$ cat src/rtl/upstream_risk_engine_pkg.sv
// ----------------------------------------------------------------------------
// upstream_risk_pkg
//   Shared types for the upstream pre-trade risk engine: command opcodes,
//   response codes, the default client table entry layout and the FSM states.
//   No ports; imported by the interface-using modules.
// ----------------------------------------------------------------------------
package upstream_risk_pkg;

  // Default amount width; the engine builds its own entry type when AMT_W
  // is overridden, this layout is what the table uses out of the box.
  localparam int RISK_AMT_W = 16;

  typedef enum logic [1:0] {
    OP_NEW_ORDER = 2'd0,
    OP_SET_MAX   = 2'd1,
    OP_CANCEL    = 2'd2,
    OP_RSVD      = 2'd3
  } risk_op_e;

  typedef enum logic [1:0] {
    CODE_OK      = 2'd0,
    CODE_LIMIT   = 2'd1,
    CODE_BAD_REQ = 2'd2
  } risk_code_e;

  typedef struct packed {
    logic [RISK_AMT_W-1:0] max;
    logic [RISK_AMT_W-1:0] exp;
  } risk_entry_t;

  typedef enum logic [2:0] {
    ST_INIT,
    ST_IDLE,
    ST_READ,
    ST_EXEC,
    ST_RESP
  } risk_state_e;

endpackage

$ cat src/rtl/upstream_risk_engine_if.sv
// ----------------------------------------------------------------------------
// upstream_risk_engine_if
//   Command / response channels of the risk engine, both valid/ready.
//   master : order sender (drives req_*, rsp_ready)
//   slave  : risk engine  (drives req_ready, rsp_*)
//   req_op 2b, req_client CLIENT_W, req_amount AMT_W
//   rsp_code 2b, rsp_client CLIENT_W, rsp_exposure AMT_W
// ----------------------------------------------------------------------------
interface upstream_risk_engine_if #(
  parameter int CLIENT_W = 5,
  parameter int AMT_W    = 16
);
  logic                req_valid;
  logic                req_ready;
  logic [1:0]          req_op;
  logic [CLIENT_W-1:0] req_client;
  logic [AMT_W-1:0]    req_amount;

  logic                rsp_valid;
  logic                rsp_ready;
  logic [1:0]          rsp_code;
  logic [CLIENT_W-1:0] rsp_client;
  logic [AMT_W-1:0]    rsp_exposure;

  modport master (
    output req_valid, req_op, req_client, req_amount, rsp_ready,
    input  req_ready, rsp_valid, rsp_code, rsp_client, rsp_exposure
  );

  modport slave (
    input  req_valid, req_op, req_client, req_amount, rsp_ready,
    output req_ready, rsp_valid, rsp_code, rsp_client, rsp_exposure
  );
endinterface

$ cat src/rtl/upstream_risk_engine_table.sv
// ----------------------------------------------------------------------------
// risk_table
//   Per-client {max, exp} storage: N_CLIENTS entries, one registered read port
//   and one write port. No reset on the array so it can map onto block RAM;
//   the engine clears it with its INIT sweep instead.
//   clk      in   clock
//   rd_en    in   load rd_data from mem[rd_addr] on this edge
//   rd_addr  in   read index
//   rd_data  out  registered read data
//   wr_en    in   write enable
//   wr_addr  in   write index
//   wr_data  in   write data
// ----------------------------------------------------------------------------
module risk_table
  import upstream_risk_pkg::*;
#(
  parameter int  N_CLIENTS = 32,
  parameter int  CLIENT_W  = $clog2(N_CLIENTS),
  parameter type entry_t   = risk_entry_t
) (
  input  logic                clk,
  input  logic                rd_en,
  input  logic [CLIENT_W-1:0] rd_addr,
  output entry_t              rd_data,
  input  logic                wr_en,
  input  logic [CLIENT_W-1:0] wr_addr,
  input  entry_t              wr_data
);

  entry_t mem [N_CLIENTS];

  always_ff @(posedge clk) begin
    if (wr_en) begin
      mem[wr_addr] <= wr_data;
    end
    if (rd_en) begin
      rd_data <= mem[rd_addr];
    end
  end

endmodule

$ cat src/rtl/upstream_risk_engine.sv
// ----------------------------------------------------------------------------
// upstream_risk_engine
//   Pre-trade risk engine. Holds a per-client limit (max) and accumulated
//   exposure (exp); serves one command at a time: NEW_ORDER is granted only
//   if exp + amount stays strictly below max, SET_MAX replaces the limit,
//   CANCEL lowers exposure with a floor at zero.
//   clk          in   clock
//   HRESETn      in   synchronous active-low reset
//   bus          if   slave side of upstream_risk_engine_if
//   stat_accept  out  granted orders, saturating
//   stat_reject  out  LIMIT-rejected orders, saturating
// ----------------------------------------------------------------------------
module upstream_risk_engine
  import upstream_risk_pkg::*;
#(
  parameter int N_CLIENTS = 32,
  parameter int CLIENT_W  = $clog2(N_CLIENTS),
  parameter int AMT_W     = 16,
  parameter int STAT_W    = 16
) (
  input  logic                  clk,
  input  logic                  HRESETn,
  upstream_risk_engine_if.slave bus,
  output logic [STAT_W-1:0]     stat_accept,
  output logic [STAT_W-1:0]     stat_reject
);

  typedef struct packed {
    logic [AMT_W-1:0] max;
    logic [AMT_W-1:0] exp;
  } entry_t;

  // Compared one bit wider so a power-of-two table does not yield a
  // constant-false comparison.
  localparam logic [CLIENT_W:0]   CLIENT_LIMIT = (CLIENT_W+1)'(N_CLIENTS);
  localparam logic [CLIENT_W-1:0] INIT_LAST    = CLIENT_W'(N_CLIENTS - 1);

  risk_state_e         state_reg;
  logic [CLIENT_W-1:0] init_idx_reg;

  risk_op_e            cmd_op_reg;
  logic [CLIENT_W-1:0] cmd_client_reg;
  logic [AMT_W-1:0]    cmd_amount_reg;
  logic                cmd_bad_reg;

  logic                req_ready_reg;
  logic                rsp_valid_reg;
  risk_code_e          rsp_code_reg;
  logic [CLIENT_W-1:0] rsp_client_reg;
  logic [AMT_W-1:0]    rsp_exposure_reg;
  logic [STAT_W-1:0]   stat_accept_reg;
  logic [STAT_W-1:0]   stat_reject_reg;

  // Table ports
  entry_t              rd_data;
  logic                tbl_rd_en;
  logic                tbl_wr_en;
  logic [CLIENT_W-1:0] tbl_wr_addr;
  entry_t              tbl_wr_data;

  // EXEC-stage result
  entry_t              cur_entry;
  entry_t              new_entry;
  logic [AMT_W:0]      order_sum;
  logic                order_ok;
  logic                is_order;
  logic                need_write;
  risk_code_e          res_code;
  logic [AMT_W-1:0]    res_exposure;

  logic                req_fire;
  logic                req_bad;

  assign req_fire = bus.req_valid && req_ready_reg;
  assign req_bad  = (risk_op_e'(bus.req_op) == OP_RSVD) ||
                    ({1'b0, bus.req_client} >= CLIENT_LIMIT);

  // --------------------------------------------------------------------------
  // Command evaluation against the entry read in READ.
  // --------------------------------------------------------------------------
  always_comb begin
    cur_entry  = rd_data;
    // One extra bit so a large order cannot wrap around and look acceptable.
    order_sum  = {1'b0, cur_entry.exp} + {1'b0, cmd_amount_reg};
    order_ok   = order_sum < {1'b0, cur_entry.max};
    new_entry  = cur_entry;
    res_code   = CODE_OK;
    need_write = 1'b0;
    is_order   = 1'b0;
    if (cmd_bad_reg) begin
      res_code = CODE_BAD_REQ;
    end else begin
      case (cmd_op_reg)
        OP_NEW_ORDER: begin
          is_order = 1'b1;
          if (order_ok) begin
            new_entry.exp = order_sum[AMT_W-1:0];
            need_write    = 1'b1;
          end else begin
            res_code = CODE_LIMIT;
          end
        end
        OP_SET_MAX: begin
          new_entry.max = cmd_amount_reg;
          need_write    = 1'b1;
        end
        OP_CANCEL: begin
          new_entry.exp = (cmd_amount_reg >= cur_entry.exp) ? '0
                                                            : cur_entry.exp - cmd_amount_reg;
          need_write    = 1'b1;
        end
        default: res_code = CODE_BAD_REQ;
      endcase
    end
    res_exposure = (res_code == CODE_BAD_REQ) ? '0 : new_entry.exp;
  end

  // --------------------------------------------------------------------------
  // Table access. Writes are gated by HRESETn so a reset landing on EXEC
  // leaves the entry untouched.
  // --------------------------------------------------------------------------
  assign tbl_rd_en   = (state_reg == ST_READ);
  assign tbl_wr_en   = HRESETn &&
                       ((state_reg == ST_INIT) || ((state_reg == ST_EXEC) && need_write));
  assign tbl_wr_addr = (state_reg == ST_INIT) ? init_idx_reg : cmd_client_reg;
  assign tbl_wr_data = (state_reg == ST_INIT) ? '0 : new_entry;

  risk_table #(
    .N_CLIENTS (N_CLIENTS),
    .CLIENT_W  (CLIENT_W),
    .entry_t   (entry_t)
  ) u_table (
    .clk     (clk),
    .rd_en   (tbl_rd_en),
    .rd_addr (cmd_client_reg),
    .rd_data (rd_data),
    .wr_en   (tbl_wr_en),
    .wr_addr (tbl_wr_addr),
    .wr_data (tbl_wr_data)
  );

  // --------------------------------------------------------------------------
  // Control FSM with registered outputs.
  // --------------------------------------------------------------------------
  always_ff @(posedge clk) begin
    if (!HRESETn) begin
      state_reg        <= ST_INIT;
      init_idx_reg     <= '0;
      cmd_op_reg       <= OP_NEW_ORDER;
      cmd_client_reg   <= '0;
      cmd_amount_reg   <= '0;
      cmd_bad_reg      <= 1'b0;
      req_ready_reg    <= 1'b0;
      rsp_valid_reg    <= 1'b0;
      rsp_code_reg     <= CODE_OK;
      rsp_client_reg   <= '0;
      rsp_exposure_reg <= '0;
      stat_accept_reg  <= '0;
      stat_reject_reg  <= '0;
    end else begin
      case (state_reg)
        ST_INIT: begin
          init_idx_reg <= init_idx_reg + CLIENT_W'(1);
          if (init_idx_reg == INIT_LAST) begin
            state_reg     <= ST_IDLE;
            req_ready_reg <= 1'b1;
          end
        end
        ST_IDLE: begin
          if (req_fire) begin
            cmd_op_reg     <= risk_op_e'(bus.req_op);
            cmd_client_reg <= bus.req_client;
            cmd_amount_reg <= bus.req_amount;
            cmd_bad_reg    <= req_bad;
            req_ready_reg  <= 1'b0;
            state_reg      <= ST_READ;
          end
        end
        ST_READ: begin
          state_reg <= ST_EXEC;
        end
        ST_EXEC: begin
          rsp_code_reg     <= res_code;
          rsp_client_reg   <= cmd_client_reg;
          rsp_exposure_reg <= res_exposure;
          if (is_order) begin
            if (order_ok) begin
              if (stat_accept_reg != '1) stat_accept_reg <= stat_accept_reg + STAT_W'(1);
            end else begin
              if (stat_reject_reg != '1) stat_reject_reg <= stat_reject_reg + STAT_W'(1);
            end
          end
          state_reg <= ST_RESP;
        end
        ST_RESP: begin
          // First RESP cycle raises rsp_valid; the payload was loaded in EXEC
          // and stays put until the consumer takes it.
          if (!rsp_valid_reg) begin
            rsp_valid_reg <= 1'b1;
          end else if (bus.rsp_ready) begin
            rsp_valid_reg <= 1'b0;
            req_ready_reg <= 1'b1;
            state_reg     <= ST_IDLE;
          end
        end
        default: state_reg <= ST_INIT;
      endcase
    end
  end

  assign bus.req_ready    = req_ready_reg;
  assign bus.rsp_valid    = rsp_valid_reg;
  assign bus.rsp_code     = rsp_code_reg;
  assign bus.rsp_client   = rsp_client_reg;
  assign bus.rsp_exposure = rsp_exposure_reg;
  assign stat_accept      = stat_accept_reg;
  assign stat_reject      = stat_reject_reg;

endmodule
$ cat src/flat_wrapper.sv
// flat-port wrapper written by rule: the top's interface ports become plain ports
module upstream_risk_engine_flat import upstream_risk_pkg::*;
#(
  parameter int N_CLIENTS = 32,
  parameter int CLIENT_W  = $clog2(N_CLIENTS),
  parameter int AMT_W     = 16,
  parameter int STAT_W    = 16
)
  (clk, HRESETn, stat_accept, stat_reject, bus_req_valid, bus_req_op, bus_req_client, bus_req_amount, bus_rsp_ready, bus_req_ready, bus_rsp_valid, bus_rsp_code, bus_rsp_client, bus_rsp_exposure);
  upstream_risk_engine_if #(.CLIENT_W(CLIENT_W), .AMT_W(AMT_W)) bus_i ();
  input  logic clk;
  input  logic HRESETn;
  output logic [STAT_W-1:0] stat_accept;
  output logic [STAT_W-1:0] stat_reject;
  input wire logic [$bits(bus_i.req_valid)-1:0] bus_req_valid;
  input wire logic [$bits(bus_i.req_op)-1:0] bus_req_op;
  input wire logic [$bits(bus_i.req_client)-1:0] bus_req_client;
  input wire logic [$bits(bus_i.req_amount)-1:0] bus_req_amount;
  input wire logic [$bits(bus_i.rsp_ready)-1:0] bus_rsp_ready;
  output wire logic [$bits(bus_i.req_ready)-1:0] bus_req_ready;
  output wire logic [$bits(bus_i.rsp_valid)-1:0] bus_rsp_valid;
  output wire logic [$bits(bus_i.rsp_code)-1:0] bus_rsp_code;
  output wire logic [$bits(bus_i.rsp_client)-1:0] bus_rsp_client;
  output wire logic [$bits(bus_i.rsp_exposure)-1:0] bus_rsp_exposure;
  assign bus_i.req_valid = bus_req_valid;
  assign bus_i.req_op = bus_req_op;
  assign bus_i.req_client = bus_req_client;
  assign bus_i.req_amount = bus_req_amount;
  assign bus_i.rsp_ready = bus_rsp_ready;
  assign bus_req_ready = bus_i.req_ready;
  assign bus_rsp_valid = bus_i.rsp_valid;
  assign bus_rsp_code = bus_i.rsp_code;
  assign bus_rsp_client = bus_i.rsp_client;
  assign bus_rsp_exposure = bus_i.rsp_exposure;
  upstream_risk_engine #(.N_CLIENTS(N_CLIENTS), .CLIENT_W(CLIENT_W), .AMT_W(AMT_W), .STAT_W(STAT_W)) u_core (.clk(clk), .HRESETn(HRESETn), .bus(bus_i), .stat_accept(stat_accept), .stat_reject(stat_reject));
endmodule
$ cat config.mk
export PLATFORM = sky130hd
export DESIGN_NAME = upstream_risk_engine_flat
export DESIGN_NICKNAME = d
export VERILOG_FILES = /design/src/rtl/upstream_risk_engine_pkg.sv /design/src/rtl/upstream_risk_engine_if.sv /design/src/rtl/upstream_risk_engine_table.sv /design/src/rtl/upstream_risk_engine.sv /design/src/flat_wrapper.sv
export SDC_FILE = /design/constraint.sdc
export NUM_CORES = 1
export LEC_CHECK = 0
export BUFFER_PORTS_ARGS = -buffer_cell sky130_fd_sc_hd__buf_2
export CAP_MARGIN = 20
export CORE_MARGIN = 8
export CORE_UTILIZATION = 60
export DETAILED_ROUTE_END_ITERATION = 8
export GPL_TIMING_DRIVEN = 0
export HOLD_SLACK_MARGIN = 0.15
export PLACE_DENSITY = 0.77
export SYNTH_ARGS = -nofsm -noshare
export SYNTH_HDL_FRONTEND = slang
export SYNTH_SLANG_ARGS = --single-unit
$ cat constraint.sdc
create_clock -name clk -period 10.45 [get_ports clk]
set_input_delay 1.5675 -clock clk [delete_from_list [all_inputs] [get_ports clk]]
set_output_delay 1.5675 -clock clk [all_outputs]
set_load 0.01 [all_outputs]
==> flow_metrics.env <==
export IMPL_yosysTopAreaCell="edfxtp_1"
export IMPL_synth_seq_cells=1145
export IMPL_reg_top3="u_core.u_table.mem: 1024 flops, u_core.u_table.rd_data: 32 flops"
export IMPL_worstPathArrival_ns=7.15
export IMPL_clkTransAtPathRegs_ns=0.07
export IMPL_num_rows=102
export IMPL_hold_path_class="reg -> reg"
export IMPL_cts_resized=0
export IMPL_syn_to_final_growth_pct=14.9
export IMPL_worst_pin_slew_ns=1.19
export IMPL_critical_path_class="reg -> reg"
export IMPL_cts_buffers=107
export IMPL_gr_usage_met1=0.385
export IMPL_synth_edf_count=1056
export IMPL_drt_total_wl_microns=135000
export IMPL_status="completed"
export IMPL_hold_viol=0
export IMPL_p_leak_nw=18.5
export IMPL_vias=26793
export IMPL_nets=2765
export IMPL_cp_slowest_cell="a221oi_1"
export IMPL_critPathBufInv=2
export IMPL_dr_pass1_iters=5
export IMPL_hold_depth=2
export IMPL_crit_top_cell="ha_1"
export IMPL_dp_hpwl_microns=81300
export IMPL_cts_tree="done"
export IMPL_powerDensity_nw_per_um2=169
export IMPL_drive_gt1_frac=0.285
export IMPL_pwr_share_seq=0.551
export IMPL_combPwrFrac=0.012
export IMPL_fillers=4521
export IMPL_critPathLaunch="u_core.cmd_amount_reg[1]"
export IMPL_grtUsageMet3=0.0696
export IMPL_die_w_microns=294
export IMPL_instances_no_fill=3813
export IMPL_p_int_mw=7.16
export IMPL_grt_overflow_total=0
export IMPL_grt_most_used_layer="met2"
export IMPL_max_flop_register="u_core.u_table.mem"
export IMPL_gp_congestion=0.964
export IMPL_tns_ns=0
export IMPL_cp_num_cells=17
export IMPL_htree_num_levels=3
export IMPL_portBuffers=83
export IMPL_worstReg2RegStart="u_core.cmd_amount_reg[1]"
export IMPL_cts_root_buf="clkbuf_16"
export IMPL_wl_per_cell_microns=35.3
export IMPL_synth_flop_cell="edfxtp_1"
export IMPL_syn_avg_cell_area_sq_um=19.2
export IMPL_fin_crit_ns=6.73
export IMPL_fp_dieH_microns=294
export IMPL_syn_nets=2499
export IMPL_switchingPower_mw=1.86
export IMPL_p_sw_frac=0.206
export IMPL_grt_pass1_wl_microns=190000
export IMPL_ir_drop_v=0.000138
export IMPL_finalCritPeriodShare=0.644
export IMPL_synth_cell_area_sq_um=46500
export IMPL_slew_headroom=0.200
export IMPL_finClkSkew_ns=0.0552
export IMPL_cts_hold_buffers=0
export IMPL_placedCellCount=3601
export IMPL_finalMaxSlewViolations=0
export IMPL_drcViolationCount=0
export IMPL_async_reset_ff_frac=0
export IMPL_cp_required_ns=10.87
export IMPL_synth_warnings=0
export IMPL_p_total_mw=9.02
export IMPL_maxCapViolCount=0
export IMPL_crit_fanout=22
export IMPL_io_pins=84
export IMPL_yosys_cell_types_count=82
export IMPL_cp_top_family="compound AO/OA/AOI/OAI gates"
export IMPL_multi_input_area_sq_um=12500
export IMPL_seq_area_sq_um=33500
export IMPL_grt_pass1_vias=27244
export IMPL_dieArea_sq_um=86600
export IMPL_antenna_left=0
export IMPL_synth_area_top_cells="edfxtp_1 (68%), mux4_2 (16%), dfxtp_1 (3.8%)"
export IMPL_track_usage=0.308
export IMPL_hold_start="u_core.bus.rsp_exposure[1]"
export IMPL_routed_via_density=7.03
export IMPL_seq_area_frac_synth=0.721
export IMPL_ff2ff_path_depth=17
export IMPL_synthCells=2415
export IMPL_largest_reg_flops=1024
export IMPL_max_stage_delay_ns=1.00
export IMPL_rsz0062_at_grt="false"
export IMPL_grt_antenna_before_repair=4
export IMPL_core_area_sq_um=77100
export IMPL_critPathCaptureType="register"
export IMPL_cp_start_kind="register"
export IMPL_grt_max_degree=33
export IMPL_start_util=0.603
export IMPL_clock_fmax_mhz=149
export IMPL_clockPowerShare=0.437
export IMPL_setup_viol=0
export IMPL_clk_path_buf_depth=3
export IMPL_drt_initial_drc_count=3929
export IMPL_crit_chain="inv_1 -> ha_1 -> nor2b_1 -> o311ai_1 -> a211oi_2 -> o41ai_4 -> mux2i_1 -> nand3_1 -> ha_1 -> a211oi_1 -> o21ai_0 -> a21oi_2 -> nand3_2 -> a21o_1 -> a221oi_1 -> nor2_1 -> buf_4"
export IMPL_synth_top_area_share=0.682
export IMPL_post_cts_buffers=0
export IMPL_clk_latency_ns=0.71
export IMPL_cts_sinks=1145
export IMPL_use_met2=0.507
[per-layer routing]
| layer | vias to the layer above | part of all wire |
|---|---|---|
| met5 | - | 0.00030 |
| met4 | 6 | 0.055 |
| met3 | 460 | 0.11 |
| met2 | 2180 | 0.49 |
| met1 | 13814 | 0.34 |
| li1 | 10333 | - |
[kinds of logic (layout without fill, tap and decap cells)]
logic type / Yosys count / count (layout) / share of synthesized area
AO/OA/AOI/OAI: 235 / 235 / 0.0350
XOR/XNOR: 42 / 42 / 0.00792
adder cells (fa/ha/maj): 57 / 57 / 0.0157
buffers and inverters: 191 / 547 / 0.0172
flip-flops: 1145 / 1145 / 0.721
multiplexers: 357 / 357 / 0.164
other: 0 / 2 / 0
AND/OR/NAND/NOR: 388 / 388 / 0.0395
[power groups by stage]
stage | logic [mW] | clock network [mW] | registers (mW)
3_5_place_dp | 0.0997 | 0 | 5.06
2_1_floorplan | 0.0465 | 0 | 5.06
6_report | 0.107 | 3.94 | 4.97
3_3_place_gp | 0.0819 | 0 | 5.06
5_1_grt | 0.108 | 4.12 | 4.97
4_1_cts | 0.103 | 3.95 | 4.97
[layout make-up]
| type | count | area share |
|---|---|---|
| plain buffers | 127 | 0.0105 |
| clock inverters | 79 | 0.0147 |
| inverters | 64 | 0.00450 |
| multi-input cells | 1079 | 0.235 |
| well taps | 1040 | 0.0244 |
| clock buffers | 120 | 0.0511 |
| repair buffers | 157 | 0.0325 |
| diodes | 2 | 0.0000938 |
| flip-flops and latches | 1145 | 0.627 |
[metrics by stage]
step | hold slack (ns) | setup slack, ns | utilization | instance area (sq um)
after floorplan | 0.466 | 5.03 | - | 46500
after global placement | 0.440 | 2.12 | 0.625 | 48200
after detailed placement | 0.455 | 3.92 | 0.645 | 49700
after CTS | 0.470 | 3.86 | 0.690 | 53200
after global routing | 0.492 | 3.38 | 0.692 | 53400
final | 0.477 | 3.72 | 0.692 | 53400
[cells in the mapped netlist (3+ instances only)]
cell       instances
clkbuf_1          85
mux2_2            32
or3_1              4
and3_1            14
o21ai_1            6
nor3_1            16
a222oi_1           5
nand4_1           10
nand3_1           37
nand2_1          152
o21ai_0           24
buf_2             27
a22oi_1            3
a21oi_1           96
o211ai_1          11
nor2_1            86
xor2_1            17
and4_1             5
xnor2_1           25
buf_6              6
o31ai_1           14
a221o_1            3
nor3b_1            6
o2bb2ai_1          3
dfxtp_1           89
mux2i_1            5
and2_1            14
o21bai_1           5
or4_1             11
a2111oi_0          3
edfxtp_1        1056
buf_1              8
a21o_1             9
nand3b_1           6
mux4_2           320
o21a_1             4
nor2b_1           10
a211oi_1           4
o311ai_0           3
a22o_1             5
nand2b_1           7
a221oi_1           3
inv_1             63
ha_1              55
[tightest hold or removal path, delay by kind of cell (launching register included)]
kind            cells  cell delay [ns]
compound gates      1             0.07
simple gates        1             0.05
flops               1             0.33
[placed cells by master (no fill, tap or decap), types with 31 or more instances in the layout]
cell | synthesis | layout
a21oi_1 | 96 | 76
buf_12 | 0 | 31
buf_2 | 27 | 110
clkbuf_1 | 85 | 98
clkbuf_16 | 0 | 107
dfxtp_1 | 89 | 89
edfxtp_1 | 1056 | 1056
ha_1 | 55 | 55
inv_1 | 63 | 63
mux2_2 | 32 | 32
mux4_2 | 320 | 320
nand2_1 | 152 | 152
nand3_1 | 37 | 37
nor2_1 | 86 | 48
nor2_4 | 0 | 32
[final timing paths]
kind              slack [ns]                          to
setup / recovery        3.72  u_core.u_table.mem[12][12]
hold / removal          0.48  u_core.bus.rsp_exposure[1]
setup reg to reg        3.72  u_core.u_table.mem[12][12]
hold reg to reg         0.48  u_core.bus.rsp_exposure[1]
No activity file was read; power rests on OpenSTA's default activity.
